## src/rtl/fp_stream_accumulator.sv

```systemverilog
// Sequential front-end for a combinational float32 adder: sums a stream of
// `length` single-precision elements into one result, one element per cycle.
module fp_stream_accumulator #(
  parameter int unsigned LEN_WIDTH = 8
) (
  input  logic                 clk,
  input  logic                 reset,
  input  logic                 start,
  input  logic [LEN_WIDTH-1:0] length,
  input  logic [31:0]          in_data,
  input  logic                 in_valid,
  output logic                 in_ready,
  output logic [31:0]          add_a,
  output logic [31:0]          add_b,
  input  logic [31:0]          add_result,
  output logic [31:0]          sum,
  output logic                 sum_valid,
  output logic                 busy
);

  typedef enum logic [1:0] {IDLE, ACCUM, DRAIN, DONE} state_t;

  state_t               state_q, state_d;
  logic [31:0]          acc_q, acc_d;
  logic [31:0]          op_q, op_d;
  logic                 op_valid_q, op_valid_d;
  logic [LEN_WIDTH-1:0] rem_q, rem_d;
  logic [31:0]          sum_q, sum_d;
  logic                 sum_valid_q, sum_valid_d;
  logic                 accept;

  assign in_ready  = (state_q == ACCUM) && (rem_q != '0);
  assign accept    = in_valid && in_ready;
  assign add_a     = acc_q;
  assign add_b     = op_q;
  assign sum       = sum_q;
  assign sum_valid = sum_valid_q;
  assign busy      = (state_q != IDLE);

  always_comb begin
    state_d     = state_q;
    acc_d       = acc_q;
    op_d        = op_q;
    op_valid_d  = 1'b0;
    rem_d       = rem_q;
    sum_d       = sum_q;
    sum_valid_d = 1'b0;

    if (op_valid_q) acc_d = add_result;

    case (state_q)
      IDLE: begin
        if (start) begin
          if (length != '0) begin
            acc_d   = '0;
            rem_d   = length;
            state_d = ACCUM;
          end else begin
            sum_d       = '0;
            sum_valid_d = 1'b1;
            state_d     = DONE;
          end
        end
      end
      ACCUM: begin
        if (accept) begin
          op_d       = in_data;
          op_valid_d = 1'b1;
          rem_d      = rem_q - LEN_WIDTH'(1);
          if (rem_q == LEN_WIDTH'(1)) state_d = DRAIN;
        end
      end
      DRAIN: begin
        // Sum is captured from the final fold here so it is already stable
        // during the single DONE cycle in which sum_valid is high.
        sum_d       = op_valid_q ? add_result : acc_q;
        sum_valid_d = 1'b1;
        state_d     = DONE;
      end
      DONE: state_d = IDLE;
      default: state_d = IDLE;
    endcase
  end

  always_ff @(posedge clk or posedge reset) begin
    if (reset) begin
      state_q     <= IDLE;
      acc_q       <= '0;
      op_q        <= '0;
      op_valid_q  <= 1'b0;
      rem_q       <= '0;
      sum_q       <= '0;
      sum_valid_q <= 1'b0;
    end else begin
      state_q     <= state_d;
      acc_q       <= acc_d;
      op_q        <= op_d;
      op_valid_q  <= op_valid_d;
      rem_q       <= rem_d;
      sum_q       <= sum_d;
      sum_valid_q <= sum_valid_d;
    end
  end

endmodule
```

## config.mk

```make
export PLATFORM = sky130hd
export DESIGN_NAME = fp_stream_accumulator
export DESIGN_NICKNAME = d
export VERILOG_FILES = /design/src/rtl/fp_stream_accumulator.sv
export SDC_FILE = /design/constraint.sdc
export NUM_CORES = 1
export LEC_CHECK = 0
export ABC_AREA = 1
export BUFFER_PORTS_ARGS = -buffer_cell sky130_fd_sc_hd__buf_2
export CAP_MARGIN = 10
export CORE_MARGIN = 1
export CORE_UTILIZATION = 50
export CTS_CLUSTER_DIAMETER = 100
export CTS_CLUSTER_SIZE = 10
export DETAILED_ROUTE_END_ITERATION = 6
export PLACE_DENSITY = 0.76
export SLEW_MARGIN = 40
export SYNTH_ARGS = -nofsm -noshare
export SYNTH_HDL_FRONTEND = slang
export SYNTH_SLANG_ARGS = --single-unit
```

## constraint.sdc

```tcl
create_clock -name clk -period 9.35 [get_ports clk]
set_clock_uncertainty 0.15 [all_clocks]
set_input_delay 0.935 -clock clk [delete_from_list [all_inputs] [get_ports clk]]
set_output_delay 0.935 -clock clk [all_outputs]
set_load 0.02 [all_outputs]
```

* After elaboration in Yosys (flattened, before gate mapping)
Index checks and enable logic that the tools add are counted.
** Storage, ports and cells
- Register bits :: 108
- Input port bits :: 76
- Output and inout port bits :: 99
** Operators by class
- $add $sub $neg :: 1
- Eq/ne operators :: 9
- Muxes and demuxes :: 21
- Reduce and logical (&&, ||, !) cells :: 12
** Operator list (count)
- $mux W32 :: 6
- $pmux W32 S2 :: 1
- $mux W8 :: 3
- $pmux W8 S2 :: 1
- $reduce_bool A8 Y1 :: 2
- $eq A8 B1 Y1 const B :: 1
- $mux W2 :: 4
- $ne A2 B2 Y1 const B :: 4
- $pmux W2 S4 :: 1
- $sub A8 B1 Y8 const B :: 1
- $reduce_and A3 Y1 :: 2
- $reduce_bool A2 Y1 :: 3
- $eq A2 B2 Y1 const B :: 2
- $mux W1 :: 4
- $reduce_and A4 Y1 :: 1
- $eq A2 B1 Y1 const B :: 1
- $logic_and A1 B1 Y1 :: 2
- $logic_not A2 Y1 :: 1
- $ne A2 B1 Y1 const B :: 1
- $pmux W1 S2 :: 1
- $reduce_and A2 Y1 :: 1

* Logic depth before layout (Yosys ltp)
Gate-level depths: netlist of run 1.
- Depth after elaboration :: 5
- Gate-level depth with buffers :: 10
- Depth with buffers taken out :: 9

* Worst setup path after synthesis of run 1
Ideal clock, no wire load.
- Path kind :: register to output
- Start :: register state_q[1]
- End :: output in_ready
- Data arrival time :: 1031 ps
- Slack :: 7234 ps
- Stages on the path, launching flop included :: 6
- Buffers on the path :: 1
- Cells stage by stage :: dfrtp_1 -> inv_1 -> ha_1 -> buf_2 -> inv_1 -> nor2_4
** Between the ends
- Longest elaborated chain between the ends :: 2
** RTL lines
- start: declaration :: RTL line 23 : state_t state_q, state_d;
- start signal: assignment :: RTL line 95 : state_q <= state_d;
- $eq A2 B1 Y1 :: RTL line 32 : assign in_ready = (state_q == ACCUM) && (rem_q != '0);
- $logic_and A1 B1 Y1 :: RTL line 32
- end: declaration :: RTL line 12 : output logic in_ready,
Every way passes these cells.

* Worst setup path in the final report of run 1
Same ends and word-level chain as after synthesis.

==> results.md, run 1 <==
* Status: finished, final reports clean
* Worst-Skew Late Latency at ~350 ps
* Netlist Area Pre-Place at between 4000 and 5000 µm²
* RSZ-0062 raised after global routing: no
* Hold Path Class: reg -> reg
* Fin. Hold Viols at 0
* HPWL after DPL at 7.79 mm
* Post-Synthesis Cells at 548
* Worst Setup End Kind: primary output
* Worst slew pin tran at roughly 730 ps
* Util after Layout at a little under two thirds
* Final WS setup at between 6000 and 7000 ps
* Hold path cells at 2
* Most area-consuming cells after synthesis: dfrtp_1 (56%), nand2_1 (14%), mux2i_1 (6.6%), nor2_1 (5.9%), inv_1 (3.7%)
* Drt pass-1 iters at 4
* Syn_nets at 631
* Final critical-path share of the clock period at 32.0%
* Diodes inserted at 0
* Grt total ovfl at 0
* Max Slew Vio Count at 0
* Worst Reg2Reg Path Length in Cells at 8
* Part of the Yosys area used for sequential elements at a little under three fifths
* WHS Endpoint: add_b[10]
* # rows at 35
* MaxCap Viol Count at 0
* Routed Antenna Nets at 0
* Vias in the first global route at about 4000
* NumNets Final at 796
* Initial Util at 52.1%
* Netlist cell types at 26
* Yosys warns at 0
* CTS Buffer Depth at 2
* GP Congestion at 0.826
* Port Buf Inserts at around 170
* Syn avg cell area at 8.87 µm²
* Internal reg-to-reg setup slack at ~7100 ps
* Slew HR at between 50% and 60%
* Fillers at between 700 and 800
* Routed vias/inst at 4.81
* Post-synth top area share at 55.6%
* Number of DRC markers in iteration 0 at 95
* Crit Path Category: reg -> out
* Max VDD drop at about 0.16 mV
* Largest net degree at the start of global routing at slightly above 80
* Total routed wirelength at between 10 and 15 mm
* CP max FO at 12
* Share of cells above drive strength 1 at 29.5%
* EDFF count, synth at 0
* DP Worst Slack at around 6700 ps
* Hold_sp: add_b[10]
* Antenna violations before repair at 0
* Synth top cells by count: nand2_1 (183), dfrtp_1 (108), nor2_1 (76), inv_1 (48), mux2i_1 (32)
* Crit Reg-Reg Startpoint: state_q[1]
* Cts bufs inserted at 9
* Power density over cell area at 336 nW/µm²
* Core ar. at slightly above 9000 µm²
* Global-route wire length before repair at about 18 mm
* Setup bufs post-CTS at 0
* Fmax at 334 MHz
* Top FF cell, synth: dfrtp_1
* GRT Total Usage at between 20% and 30%
* Die area at 10100 µm²
* H-tree Lvls at 3
* Hold-fix buffers at CTS at 0
* Vias after detailed routing at around 4100
* Async SR Flop Fraction at 100%
* Clock root buffer: clkbuf_8
* IO Count at approximately 180
* Clock sink count at approximately 110
* R2R Path End: add_b[21]
* Top-count cell post-synth: nand2_1
* Startpoint types: flip-flop
* Residual DRC at 0
* Final Critical Period at about 3000 ps
* Flops & latches, synth at between 100 and 150
* Setup TNS at 0 ps
* Arr. time, crit path at 1910 ps
* Clock transition at path regs at 100 ps
* Die height at around 100 µm
* TritonCTS clock tree: built
* Worst path required time at about 8300 ps
* Area leader, netlist: dfrtp_1
* Area grow syn2layout at 22.7%
* Wire per inst at ~13 µm
* LEAKAGE at around 3.3 nW
* Die width at ~100 µm
* Post-CTS Resized at 0
* Setup Viol. Count Final at 0
power breakdown:
part	switching (mW)	internal (mW)	total [mW]
clock	0.158	0.106	0.265
sequential	0.131	0.652	0.783
combinational	0.635	0.321	0.956
total	0.924	1.08	2.00
metal layers:
| layer | track usage [%] | share of wire (%) | up-vias |
|---|---|---|---|
| met5 | 0 | 0 | - |
| met4 | 6.47 | 0.85 | 0 |
| met3 | 6.17 | 7.0 | 10 |
| met2 | 37.6 | 48 | 148 |
| met1 | 27.9 | 45 | 1899 |
| li1 | - | - | 2015 |
cell type report:
cell class / count / area, µm² / area share, %
clock inverter: 6 / 47.5 / 0.797
sequential: 108 / 2710 / 45.4
timing repair buffer: 178 / 912 / 15.3
inverter: 51 / 196 / 3.29
multi-input combinational: 365 / 1800 / 30.2
tap: 129 / 161 / 2.71
clock buffer: 10 / 138 / 2.31
metrics by stage:
step / hold slack, ps / instance area [µm²] / power, mW / instances
6_report: 338 / 5960 / 2.00 / 847
4_1_cts: 338 / 5960 / 2.02 / 847
5_1_grt: 362 / 5960 / 2.16 / 847
3_5_place_dp: 310 / 5780 / 1.75 / 831
3_3_place_gp: 308 / 5750 / 1.72 / 829
2_1_floorplan: 314 / 4860 / 1.46 / 548
logic make-up (layout without fill, tap and decap cells):
| kind of cell | Yosys count | in the layout | synth area share [%] |
|---|---|---|---|
| AOI/OAI and AO/OA | 46 | 46 | 5.25 |
| buffers and inverters | 75 | 245 | 7.47 |
| adders and majority gates | 7 | 7 | 1.80 |
| DFF | 108 | 108 | 55.6 |
| muxes | 32 | 32 | 6.59 |
| and+or+nand+nor | 280 | 280 | 23.3 |
critical path, cell delays in order (launching register included):
cell	delay, ps
dfrtp_1	410
inv_1	110
ha_1	360
inv_1	280
nor2_4	200
buf_2	190
flip-flops by register name, indices dropped and copies added, names as in the netlist:
signal	cells
add_a	32
add_b	32
state_q	2
op_valid_q	1
sum	32
rem_q	8
sum_valid	1
cells in the final DEF, fill, tap and decap left out, drive strengths merged:
cell type / Yosys / final
nand3: 9 / 9
clkinvlp: 0 / 1
nand2: 184 / 184
nand4: 3 / 3
a21oi: 2 / 2
clkbuf: 2 / 10
or2: 1 / 1
o21bai: 1 / 1
ha: 7 / 7
nor3: 1 / 1
nor2: 82 / 82
buf: 22 / 178
dfrtp: 108 / 108
clkinv: 0 / 4
mux2i: 32 / 32
inv: 51 / 52
o21ai: 43 / 43
how the worst max path moves through the flow:
stage	startpoint	to	slack [ps]	cells past startpoint
finish	state_q[1]	in_ready	6360	5
global route	state_q[1]	in_ready	6200	5
CTS	state_q[1]	in_ready	6330	5
detailed placement	length[4]	sum[17]	6670	9
global placement	state_q[1]	in_ready	6730	5
floorplan	reset	add_a[0]	5420	1
(Power assumes the default switching activity.)
==> inputs of run 2 (changes only) <==
==> constraint.sdc (replaced) <==
create_clock -name clk -period 3 [get_ports clk]
set_clock_uncertainty 0.15 [all_clocks]
set_input_delay 0.3 -clock clk [delete_from_list [all_inputs] [get_ports clk]]
set_output_delay 0.3 -clock clk [all_outputs]
set_load 0.02 [all_outputs]
==> results.md, run 2 (synthesis results as in run 1) <==
* Status: finished, final reports clean
* CTS Buffer Depth at 2 (unchanged)
* DP Worst Slack at 784 ps (-5890 ps)
* Total power at 6.43 mW (+220%)
* Area grow syn2layout at 30.9%
* Routed Antenna Nets at 0 (unchanged)
* Clock sink count at 108 (unchanged)
* CP max FO at 33 (+21)
* Commonest non-fill, non-tap cell in the layout: nand2_1
* Initial Util at 52.1% (unchanged)
* Startpoint types: flip-flop
* Post-CTS Resized at 0 (unchanged)
* GRT Total Usage at 23.9% (+1.7 points)
* Worst-Skew Late Latency at 360 ps (about the same)
* TritonCTS clock tree: built
* Crit Path Category: reg -> reg
* GP Congestion at 0.886 (+7.2%)
* Number of DRC markers in iteration 0 at 127 (+34%)
* Comb power frac at 47.4% (-0.3 points)
* Largest net degree at the start of global routing at 45 (-45%)
* Worst path required time at 3140 ps (-5130 ps)
* Slew HR at 59.5% (+8.3 points)
* Global-route wire length before repair at 19.0 mm (+7.0%)
* Share of cells above drive strength 1 at 28.4% (-1.2 points)
* Most frequent cells in the layout: nand2_1 (183), buf_2 (174), dfrtp_1 (107), nor2_1 (76), inv_1 (47)
* RSZ-0062 raised after global routing: no
* Vias after detailed routing at 4262 (+4.7%)
* Arr. time, crit path at 2450 ps (+540 ps)
* Die height at 101 µm (unchanged)
* Cts bufs inserted at 9 (unchanged)
* Final critical-path share of the clock period at just under 80%
* Grt total ovfl at 0 (unchanged)
* Hold WS at 22.6 ps (-315 ps)
* Diodes inserted at 0 (unchanged)
* Clock Power Share at 14.6% (+1.4 points)
* HPWL after DPL at 7.88 mm (+1.1%)
* Residual DRC at 0 (unchanged)
* Power density over cell area at 1010 nW/µm² (+200%)
* Fin. Hold Viols at 0 (unchanged)
* Final Critical Period at 2310 ps
* Routed vias/inst at 4.84 (+0.74%)
* Clock transition at path regs at 100 ps (about the same)
* Final WS setup at 686 ps (-5670 ps)
* Setup Viol. Count Final at 0 (unchanged)
* Fmax at ~430 MHz
* Setup TNS at 0 ps (unchanged)
* Max Slew Vio Count at 0 (unchanged)
* NumNets Final at 829 (+4.1%)
* Hold Path Class: in -> reg
* LEAKAGE at 3.43 nW (+4.9%)
* Vias in the first global route at 4094 (+2.1%)
* Antenna violations before repair at 0 (unchanged)
* Util after Layout at 68.2% (+4.3 points)
* Die width at 101 µm (unchanged)
* IO Count at 175 (unchanged)
* Fillers at 723 (-9.1%)
* Clock root buffer: clkbuf_8
* MaxCap Viol Count at 0 (unchanged)
* Int Pwr at 3.48 mW (+220%)
* Core ar. at 9330 µm² (unchanged)
* H-tree Lvls at 3 (unchanged)
* Max VDD drop at 0.578 mV (+250%)
* Total routed wirelength at 11.8 mm (+10%)
* # rows at 35 (unchanged)
* Worst slew pin tran at 606 ps (-126 ps)
* Sw frac at 45.9% (-0.20 points)
* Wire per inst at 13.4 µm (+5.8%)
* Drt pass-1 iters at 6 (+2)
* P_sw at 2.95 mW (+220%)
* Die area at 10100 µm² (unchanged)
* Worst Setup End Kind: flip-flop
* Port Buf Inserts at 174 (unchanged)
* Flop pwr share at 38.1% (-1.0 points)
run 2: cell count changes in the layout (fill, tap and decap cells not counted), moves of 2 or more:
| cell | change |
|---|---|
| dlygate4sd3_1 | +32 |
| buf_12 | +4 |
| buf_6 | -3 |
| clkinv_4 | -2 |
| inv_8 | +2 |
run 2: layer usage:
| metal | vias up | global-route usage [%] | wire length [µm] | share of wire [%] |
|---|---|---|---|---|
| met5 | - | 0 | 0 | 0 |
| met4 | 0 | 6.35 | 102 | 0.87 |
| met3 | 11 | 5.27 | 783 | 6.6 |
| met2 | 171 | 41.4 | 5750 | 49 |
| met1 | 1992 | 30.5 | 5140 | 44 |
| li1 | 2088 | - | - | - |
run 2: worst max-delay path: stages, from the launching register on:
cell	delay, ps
dfrtp_1	410
inv_1	120
ha_1	330
inv_1	250
nor2_4	190
nand2_4	220
inv_4	350
nand2_1	120
nand2_1	110
run 2: power by group through the flow:
stage / Combinational [mW] / Clock, mW / Sequential (mW)
after floorplan: 1.57 / 0 / 2.99
after global placement: 2.93 / 0 / 2.45
after detailed placement: 3.01 / 0 / 2.46
after CTS: 3.04 / 0.957 / 2.44
after global routing: 3.39 / 1.02 / 2.52
final: 3.04 / 0.936 / 2.45
run 2: stage by stage:
stage | area (µm²) | instances
6_report | 6360 | 880
5_1_grt | 6360 | 880
4_1_cts | 6340 | 879
3_5_place_dp | 5800 | 831
3_3_place_gp | 5800 | 831
2_1_floorplan | 4860 | 548
run 2: worst paths after layout:
| check | startpoint | endpoint | slack [ps] | cells after the start |
|---|---|---|---|---|
| min reg2reg | add_b[4] | add_b[4] | 340 | 2 |
| min | in_data[3] | add_b[3] | 20 | 3 |
| min in group asynchronous | reset | rem_q[2] | 300 | 3 |
| max reg2reg | state_q[1] | add_b[13] | 690 | 8 |
| max | state_q[1] | add_b[13] | 690 | 8 |
| max in group asynchronous | reset | op_valid_q | 1680 | 5 |
run 2: cell type report:
| type | instances | area (µm²) | share of cell area [%] |
|---|---|---|---|
| well taps | 129 | 161 | 2.54 |
| repair buffers | 211 | 1280 | 20.1 |
| flip-flops and latches | 108 | 2710 | 42.5 |
| multi-input cells | 365 | 1800 | 28.3 |
| clock buffers | 9 | 124 | 1.95 |
| inverters | 51 | 198 | 3.11 |
| clock inverters | 7 | 93.8 | 1.47 |
run 2: repair_timing:
action / CTS / global route
endpoints found under the hold margin: 64 / 0
hold buffers: 32 / 0
buffers inserted: 0 / 0
